<file path="src/rtl/alu_8bit_pkg.sv">
// Shared definitions for the 8-bit ALU: default width, opcode encodings and
// the adder/subtractor mode select.
package alu_8bit_pkg;

  localparam int DEFAULT_WIDTH = 8;
  localparam int OPCODE_W      = 5;

  localparam logic [OPCODE_W-1:0] OP_ADD  = 5'd0;
  localparam logic [OPCODE_W-1:0] OP_ADDC = 5'd1;
  localparam logic [OPCODE_W-1:0] OP_SUB  = 5'd2;
  localparam logic [OPCODE_W-1:0] OP_SUBB = 5'd3;
  localparam logic [OPCODE_W-1:0] OP_PASA = 5'd4;
  localparam logic [OPCODE_W-1:0] OP_INR  = 5'd5;
  localparam logic [OPCODE_W-1:0] OP_DCR  = 5'd6;
  localparam logic [OPCODE_W-1:0] OP_NEG  = 5'd7;
  localparam logic [OPCODE_W-1:0] OP_AND  = 5'd8;
  localparam logic [OPCODE_W-1:0] OP_OR   = 5'd9;
  localparam logic [OPCODE_W-1:0] OP_XOR  = 5'd10;
  localparam logic [OPCODE_W-1:0] OP_CMA  = 5'd11;
  localparam logic [OPCODE_W-1:0] OP_SHL  = 5'd12;
  localparam logic [OPCODE_W-1:0] OP_SHR  = 5'd13;
  localparam logic [OPCODE_W-1:0] OP_SAR  = 5'd14;
  localparam logic [OPCODE_W-1:0] OP_PASB = 5'd15;
  localparam logic [OPCODE_W-1:0] OP_RLC  = 5'd16;
  localparam logic [OPCODE_W-1:0] OP_RRC  = 5'd17;
  localparam logic [OPCODE_W-1:0] OP_RAL  = 5'd18;
  localparam logic [OPCODE_W-1:0] OP_RAR  = 5'd19;

  typedef enum logic {
    ADDSUB_ADD = 1'b0,
    ADDSUB_SUB = 1'b1
  } addsub_mode_e;

  // Ops whose overflow flag comes from the shared adder; everything else reports 0.
  function automatic logic op_has_overflow(input logic [OPCODE_W-1:0] op);
    return (op == OP_ADD) || (op == OP_ADDC) || (op == OP_SUB) ||
           (op == OP_SUBB) || (op == OP_INR) || (op == OP_DCR);
  endfunction

endpackage

</file>
<file path="src/rtl/alu_8bit_if.sv">
// Operand/result bus between the CPU datapath (master) and the ALU (slave).
interface alu_8bit_if
  import alu_8bit_pkg::*;
#(
  parameter int WIDTH = DEFAULT_WIDTH
) ();

  logic [OPCODE_W-1:0] opcode;
  logic [WIDTH-1:0]    operand_A;
  logic [WIDTH-1:0]    operand_B;
  logic                enable;
  logic                input_ready;
  logic                carry_in;
  logic                borrow_in;
  logic [WIDTH-1:0]    result_out;
  logic                carry_out;
  logic                borrow_out;
  logic                result_ready;
  logic                zero;
  logic                negative;
  logic                overflow;

  modport master (
    output opcode, operand_A, operand_B, enable, input_ready, carry_in, borrow_in,
    input  result_out, carry_out, borrow_out, result_ready, zero, negative, overflow
  );

  modport slave (
    input  opcode, operand_A, operand_B, enable, input_ready, carry_in, borrow_in,
    output result_out, carry_out, borrow_out, result_ready, zero, negative, overflow
  );

endinterface

</file>
<file path="src/rtl/alu_8bit_addsub.sv">
// Shared WIDTH+1 bit adder/subtractor; bit WIDTH is carry (add) or borrow (sub).
module alu_8bit_addsub
  import alu_8bit_pkg::*;
#(
  parameter int WIDTH = DEFAULT_WIDTH
) (
  input  logic [WIDTH-1:0] a,
  input  logic [WIDTH-1:0] b,
  input  logic             cin,
  input  addsub_mode_e     mode,
  output logic [WIDTH:0]   sum,
  output logic             overflow
);

  logic [WIDTH:0] ext_a;
  logic [WIDTH:0] ext_b;
  logic [WIDTH:0] ext_c;

  assign ext_a = {1'b0, a};
  assign ext_b = {1'b0, b};
  assign ext_c = {{WIDTH{1'b0}}, cin};

  // In subtract mode cin is the incoming borrow, so the upper bit is the outgoing borrow.
  always_comb begin
    sum      = '0;
    overflow = 1'b0;
    if (mode == ADDSUB_SUB) begin
      sum      = ext_a - ext_b - ext_c;
      overflow = (a[WIDTH-1] != b[WIDTH-1]) && (sum[WIDTH-1] != a[WIDTH-1]);
    end else begin
      sum      = ext_a + ext_b + ext_c;
      overflow = (a[WIDTH-1] == b[WIDTH-1]) && (sum[WIDTH-1] != a[WIDTH-1]);
    end
  end

endmodule

</file>
<file path="src/rtl/alu_8bit.sv">
// Registered ALU: one combinational op decode feeding a single result/flag register.
module alu_8bit
  import alu_8bit_pkg::*;
#(
  parameter int WIDTH = DEFAULT_WIDTH
) (
  input  logic       clk,
  input  logic       rst,
  alu_8bit_if.slave  bus
);

  logic [WIDTH-1:0] a;
  logic [WIDTH-1:0] b;
  logic             cin;
  logic             bin;

  logic [WIDTH-1:0] as_a;
  logic [WIDTH-1:0] as_b;
  logic             as_cin;
  addsub_mode_e     as_mode;
  logic [WIDTH:0]   as_sum;
  logic             as_ovf;

  logic [WIDTH-1:0] nxt_result;
  logic             nxt_carry;
  logic             nxt_borrow;
  logic             nxt_overflow;

  assign a   = bus.operand_A;
  assign b   = bus.operand_B;
  assign cin = bus.carry_in;
  assign bin = bus.borrow_in;

  // All arithmetic ops share one adder; INR/DCR use a constant 1, NEG computes 0 - A.
  always_comb begin
    as_a    = a;
    as_b    = b;
    as_cin  = 1'b0;
    as_mode = ADDSUB_ADD;
    case (bus.opcode)
      OP_ADDC: as_cin = cin;
      OP_SUB:  as_mode = ADDSUB_SUB;
      OP_SUBB: begin
        as_mode = ADDSUB_SUB;
        as_cin  = bin;
      end
      OP_INR:  as_b = WIDTH'(1);
      OP_DCR:  begin
        as_b    = WIDTH'(1);
        as_mode = ADDSUB_SUB;
      end
      OP_NEG:  begin
        as_a    = '0;
        as_b    = a;
        as_mode = ADDSUB_SUB;
      end
      default: ;
    endcase
  end

  alu_8bit_addsub #(.WIDTH(WIDTH)) u_addsub (
    .a        (as_a),
    .b        (as_b),
    .cin      (as_cin),
    .mode     (as_mode),
    .sum      (as_sum),
    .overflow (as_ovf)
  );

  always_comb begin
    nxt_result   = '0;
    nxt_carry    = cin;
    nxt_borrow   = bin;
    nxt_overflow = op_has_overflow(bus.opcode) ? as_ovf : 1'b0;
    case (bus.opcode)
      OP_ADD, OP_ADDC: begin
        nxt_result = as_sum[WIDTH-1:0];
        nxt_carry  = as_sum[WIDTH];
      end
      OP_SUB, OP_SUBB, OP_NEG: begin
        nxt_result = as_sum[WIDTH-1:0];
        nxt_borrow = as_sum[WIDTH];
      end
      OP_INR, OP_DCR: nxt_result = as_sum[WIDTH-1:0];
      OP_PASA: nxt_result = a;
      OP_AND: begin
        nxt_result = a & b;
        nxt_carry  = 1'b0;
      end
      OP_OR: begin
        nxt_result = a | b;
        nxt_carry  = 1'b0;
      end
      OP_XOR: begin
        nxt_result = a ^ b;
        nxt_carry  = 1'b0;
      end
      OP_CMA:  nxt_result = ~a;
      OP_SHL: begin
        nxt_result = {a[WIDTH-2:0], 1'b0};
        nxt_carry  = a[WIDTH-1];
      end
      OP_SHR: begin
        nxt_result = {1'b0, a[WIDTH-1:1]};
        nxt_carry  = a[0];
      end
      OP_SAR: begin
        nxt_result = {a[WIDTH-1], a[WIDTH-1:1]};
        nxt_carry  = a[0];
      end
      OP_PASB: nxt_result = b;
      OP_RLC: begin
        nxt_result = {a[WIDTH-2:0], a[WIDTH-1]};
        nxt_carry  = a[WIDTH-1];
      end
      OP_RRC: begin
        nxt_result = {a[0], a[WIDTH-1:1]};
        nxt_carry  = a[0];
      end
      OP_RAL: begin
        nxt_result = {a[WIDTH-2:0], cin};
        nxt_carry  = a[WIDTH-1];
      end
      OP_RAR: begin
        nxt_result = {cin, a[WIDTH-1:1]};
        nxt_carry  = a[0];
      end
      default: ;
    endcase
  end

  // zero/negative are derived from the new result so all flags update together.
  always_ff @(posedge clk) begin
    if (rst) begin
      bus.result_out   <= '0;
      bus.carry_out    <= 1'b0;
      bus.borrow_out   <= 1'b0;
      bus.result_ready <= 1'b0;
      bus.zero         <= 1'b0;
      bus.negative     <= 1'b0;
      bus.overflow     <= 1'b0;
    end else begin
      bus.result_ready <= bus.enable & bus.input_ready;
      if (bus.enable) begin
        bus.result_out <= nxt_result;
        bus.carry_out  <= nxt_carry;
        bus.borrow_out <= nxt_borrow;
        bus.zero       <= (nxt_result == '0);
        bus.negative   <= nxt_result[WIDTH-1];
        bus.overflow   <= nxt_overflow;
      end
    end
  end

endmodule

</file>
<file path="src/flat_wrapper.sv">
// flat-port wrapper written by rule: the top's interface ports become plain ports
module alu_8bit_flat import alu_8bit_pkg::*;
#(
  parameter int WIDTH = DEFAULT_WIDTH
)
  (clk, rst, bus_opcode, bus_operand_A, bus_operand_B, bus_enable, bus_input_ready, bus_carry_in, bus_borrow_in, bus_result_out, bus_carry_out, bus_borrow_out, bus_result_ready, bus_zero, bus_negative, bus_overflow);
  alu_8bit_if #(.WIDTH(WIDTH)) bus_i ();
  input  logic clk;
  input  logic rst;
  input wire logic [$bits(bus_i.opcode)-1:0] bus_opcode;
  input wire logic [$bits(bus_i.operand_A)-1:0] bus_operand_A;
  input wire logic [$bits(bus_i.operand_B)-1:0] bus_operand_B;
  input wire logic [$bits(bus_i.enable)-1:0] bus_enable;
  input wire logic [$bits(bus_i.input_ready)-1:0] bus_input_ready;
  input wire logic [$bits(bus_i.carry_in)-1:0] bus_carry_in;
  input wire logic [$bits(bus_i.borrow_in)-1:0] bus_borrow_in;
  output wire logic [$bits(bus_i.result_out)-1:0] bus_result_out;
  output wire logic [$bits(bus_i.carry_out)-1:0] bus_carry_out;
  output wire logic [$bits(bus_i.borrow_out)-1:0] bus_borrow_out;
  output wire logic [$bits(bus_i.result_ready)-1:0] bus_result_ready;
  output wire logic [$bits(bus_i.zero)-1:0] bus_zero;
  output wire logic [$bits(bus_i.negative)-1:0] bus_negative;
  output wire logic [$bits(bus_i.overflow)-1:0] bus_overflow;
  assign bus_i.opcode = bus_opcode;
  assign bus_i.operand_A = bus_operand_A;
  assign bus_i.operand_B = bus_operand_B;
  assign bus_i.enable = bus_enable;
  assign bus_i.input_ready = bus_input_ready;
  assign bus_i.carry_in = bus_carry_in;
  assign bus_i.borrow_in = bus_borrow_in;
  assign bus_result_out = bus_i.result_out;
  assign bus_carry_out = bus_i.carry_out;
  assign bus_borrow_out = bus_i.borrow_out;
  assign bus_result_ready = bus_i.result_ready;
  assign bus_zero = bus_i.zero;
  assign bus_negative = bus_i.negative;
  assign bus_overflow = bus_i.overflow;
  alu_8bit #(.WIDTH(WIDTH)) u_core (.clk(clk), .rst(rst), .bus(bus_i));
endmodule
</file>
<file path="config.mk">
export PLATFORM = sky130hd
export DESIGN_NAME = alu_8bit_flat
export DESIGN_NICKNAME = d
export VERILOG_FILES = /design/src/rtl/alu_8bit_pkg.sv /design/src/rtl/alu_8bit_if.sv /design/src/rtl/alu_8bit_addsub.sv /design/src/rtl/alu_8bit.sv /design/src/flat_wrapper.sv
export SDC_FILE = /design/constraint.sdc
export NUM_CORES = 1
export LEC_CHECK = 0
export BUFFER_PORTS_ARGS = -buffer_cell sky130_fd_sc_hd__clkbuf_2
export CAP_MARGIN = 40
export CORE_ASPECT_RATIO = 1.75
export CORE_MARGIN = 5
export CORE_UTILIZATION = 30
export DETAILED_ROUTE_END_ITERATION = 6
export PLACE_DENSITY = 0.46
export SYNTH_ARGS = -nofsm -noshare
export SYNTH_HDL_FRONTEND = slang
export SYNTH_SLANG_ARGS = --single-unit
</file>
<file path="constraint.sdc">
create_clock -name clk -period 3.3 [get_ports clk]
set_clock_uncertainty 0.1 [all_clocks]
set_input_delay 0.165 -clock clk [delete_from_list [all_inputs] [get_ports clk]]
set_output_delay 0.165 -clock clk [all_outputs]
set_load 0.02 [all_outputs]
</file>
==> flow_summary.ini <==
[timing]
finalHoldViolCount = 0
finalSetupViolCount = 0
min_period_ns = 3.08
final_max_slew_viol_count = 0
relSlewSlack = 0.690
rsz0062_at_grt = true
max_freq_mhz = 324
finalCritPeriodShare = 0.934
worst_slew_pin_slew_ns = 0.464

[clock_tree]
cts_tree = built
cts_buffer_depth = 2
clkLatencyLatePin_ns = 0.24
cts_max_level = 1
cts-root-buf = clkbuf_16
path_clk_slew_ns = 0.04
cts_setup_buffers = 0
cts_buffers = 3
cts_sinks = 13

[synth]
ys.flop_type = dfxtp_1
synth-async-reset-ratio = 0
ys_ff_latch = 13
ys_top_cells_by_area = ha_1, dfxtp_1, inv_1
yosysWarnings = 0
synthesis.nets = 400
netlist.area_leader.share = 0.173
avgSynthCellArea_um2 = 7.57
netlist_area_mm2 = 0.00253
synth_cell_types = 67
ys_seq_area_frac = 0.103
synth_edf_count = 0
yosysTopAreaCell = ha_1
synthCells = 334

[global_route]
global_route.usage.met2 = 0.334
grt_overflow = 0
grt_usage = 0.171
grtUsageMet1 = 0.184
grt_pass1_vias = 2831
grt.busiest_layer = met2
grtUsageMet3 = 0.0144
grt_pass1_wl_mm = 14.2
antenna_found_initial = 0
grt_max_degree = 18

[power_and_ir_drop]
pwr_density_cell_mw_per_mm2 = 284
vdd_ir_drop_max_uv = 210
power_leakage_nw = 1.60

[setup_path]
cp.required_ns = 3.33
path_class = in -> reg
worstPathMaxFanout = 4
cp-start-kind = input pin
r2r_cells = 2
end_kind = flip-flop
cp.arrival_ns = 3.11

[finish]
post-route-util = 0.392
diodes = 0
final_nets = 479
finalInstanceArea_mm2 = 0.00324
drive_gt1_frac = 0.274
area_delta_synth_final_pct = 28.1

[drt]
avgViaCountPerCell = 5.37
firstDrtPassIters = 6
vias = 2707
drt_iter0_markers = 113
antenna_left = 0
drc = 0
drt_wl_total_mm = 8.62
wl_per_cell_um = 17.1

[run]
max_cap_viol_count = 0

[die]
core_area_mm2 = 0.00826
dieHeight_um = 131
rows = 44
dieArea_mm2 = 0.0104
die_w_um = 79.4
pin_count = 41
initial_utilization = 0.306

[worst_hold_path]
min_path_type = in -> reg
worstHoldPathCells = 2

[status]
status = complete, no violations

[place]
portBuffers = 40
gp_congestion = 0.910
placed_area_mm2 = 0.00313
dpl.hpwl_mm = 7.46
## flip-flops by register name, summed over array words and instances (netlist names)
register and cells:
u_core.bus.overflow 1, u_core.bus.carry_out 1, u_core.bus.zero 1, u_core.bus.result_out 7
u_core.bus.borrow_out 1, u_core.bus.result_ready 1, u_core.bus.negative 1
## per-layer routing
metal  vias to the layer above  share of wire
met5                         -              0
met4                         0          0.027
met3                        16          0.044
met2                        67           0.56
met1                      1263           0.37
li1                       1361              -
## cells in the mapped netlist, drive strengths merged, types with 3 or more instances
| library cell | instances |
|---|---|
| and2 | 3 |
| and3 | 3 |
| nand3b | 4 |
| a31oi | 3 |
| nand3 | 6 |
| a21oi | 17 |
| a2111oi | 4 |
| nor3 | 10 |
| nor2b | 5 |
| mux4 | 3 |
| nand2b | 7 |
| nand2 | 30 |
| xnor2 | 10 |
| mux2i | 11 |
| fa | 4 |
| o22ai | 10 |
| a211oi | 10 |
| ha | 35 |
| clkbuf | 4 |
| inv | 42 |
| dfxtp | 13 |
| a22oi | 3 |
| buf | 11 |
| o211ai | 4 |
| nor2 | 27 |
| or4 | 3 |
| a21o | 3 |
| o21ai | 5 |
| nor3b | 3 |
## stage by stage
stage | hold slack, ns | cells | setup slack (ns) | total power, W | setup TNS [ns]
global route | 0.0716 | 504 | -0.0206 | 0.000993 | -0.0398
CTS | 0.0536 | 504 | 0.0986 | 0.000921 | 0
detailed placement | 0.301 | 500 | -0.146 | 0.000691 | -0.457
floorplan | 0.218 | 334 | 0.00836 | 0.000493 | 0
finish | 0.0531 | 504 | 0.218 | 0.000920 | 0
global placement | 0.300 | 500 | -0.160 | 0.000690 | -0.406
## cells by family (layout without fill, tap and decap cells)
family | count (synthesis) | in the layout | share of synthesized area
buf+inv | 57 | 135 | 0.0950
xor+xnor | 11 | 11 | 0.0381
fa+ha+maj | 39 | 39 | 0.205
mux | 15 | 15 | 0.0747
simple gates | 116 | 116 | 0.244
compound gates | 83 | 83 | 0.240
flops | 13 | 13 | 0.103
## worst max-delay path, stage by stage
cell	delay [ns]
clkbuf_2	0.10
or2_2	0.34
nor2_1	0.10
nand3_1	0.10
buf_4	0.15
fa_1	0.48
fa_1	0.49
o21ai_2	0.18
nor2b_1	0.18
xnor2_1	0.14
mux2i_1	0.09
o211ai_1	0.27
nor4_2	0.09
a32o_1	0.24
## timing repair
action | 4_1_cts | 5_1_grt
hold buffers | 0 | 0
setup endpoints to repair | 0 | 6
gates resized for setup | 0 | 7
## layout make-up
type / count / area (um2)
Clock buffer: 4 / 78.8
Timing Repair Buffer: 89 / 568
Fill cell: 925 / 5020
Inverter: 42 / 158
Tap cell: 92 / 115
Sequential cell: 13 / 260
Multi-Input combinational cell: 264 / 2060
## power by group
part	switching, W	internal [W]
logic	0.000281	0.000237
registers	0.00000603	0.000170
clock network	0.0000637	0.000163
total	0.000350	0.000570
## worst paths after layout
| check | slack [ns] | to | startpoint |
|---|---|---|---|
| min reg2reg | 0.35 | u_core.bus.result_out[6]$_SDFFE_PP0P_ | u_core.bus.result_out[6]$_SDFFE_PP0P_ |
| max reg2reg | 2.45 | u_core.bus.carry_out$_SDFFE_PP0P_ | u_core.bus.carry_out$_SDFFE_PP0P_ |
| min | 0.05 | u_core.bus.result_ready$_SDFF_PP0_ | bus_input_ready |
| max | 0.22 | u_core.bus.zero$_SDFFE_PP0P_ | bus_opcode[3] |
## layout by cell type (no fill, tap or decap), types with 3 or more instances in the layout
master     Yosys  layout
inv_1         41      41
o21ai_0        5       4
nor3_1        10       9
clkbuf_2       0      40
ha_1          35      35
dfxtp_1       13      13
or4_1          3       3
fa_1           4       4
and3_1         3       3
nand2b_1       6       6
clkbuf_16      0       3
a31oi_1        3       3
o22ai_1       10      10
nand2_1       30      30
a21o_1         3       3
xnor2_1       10      10
a22oi_1        3       3
nand3_1        6       6
a211oi_1      10       9
a21oi_1       16      15
mux2i_1       11      11
nand3b_1       4       4
nor2_1        27      27
mux4_2         3       3
buf_4          3      49
nor2b_1        5       5
o211ai_1       4       4
Power figures use the tool's default switching activity.
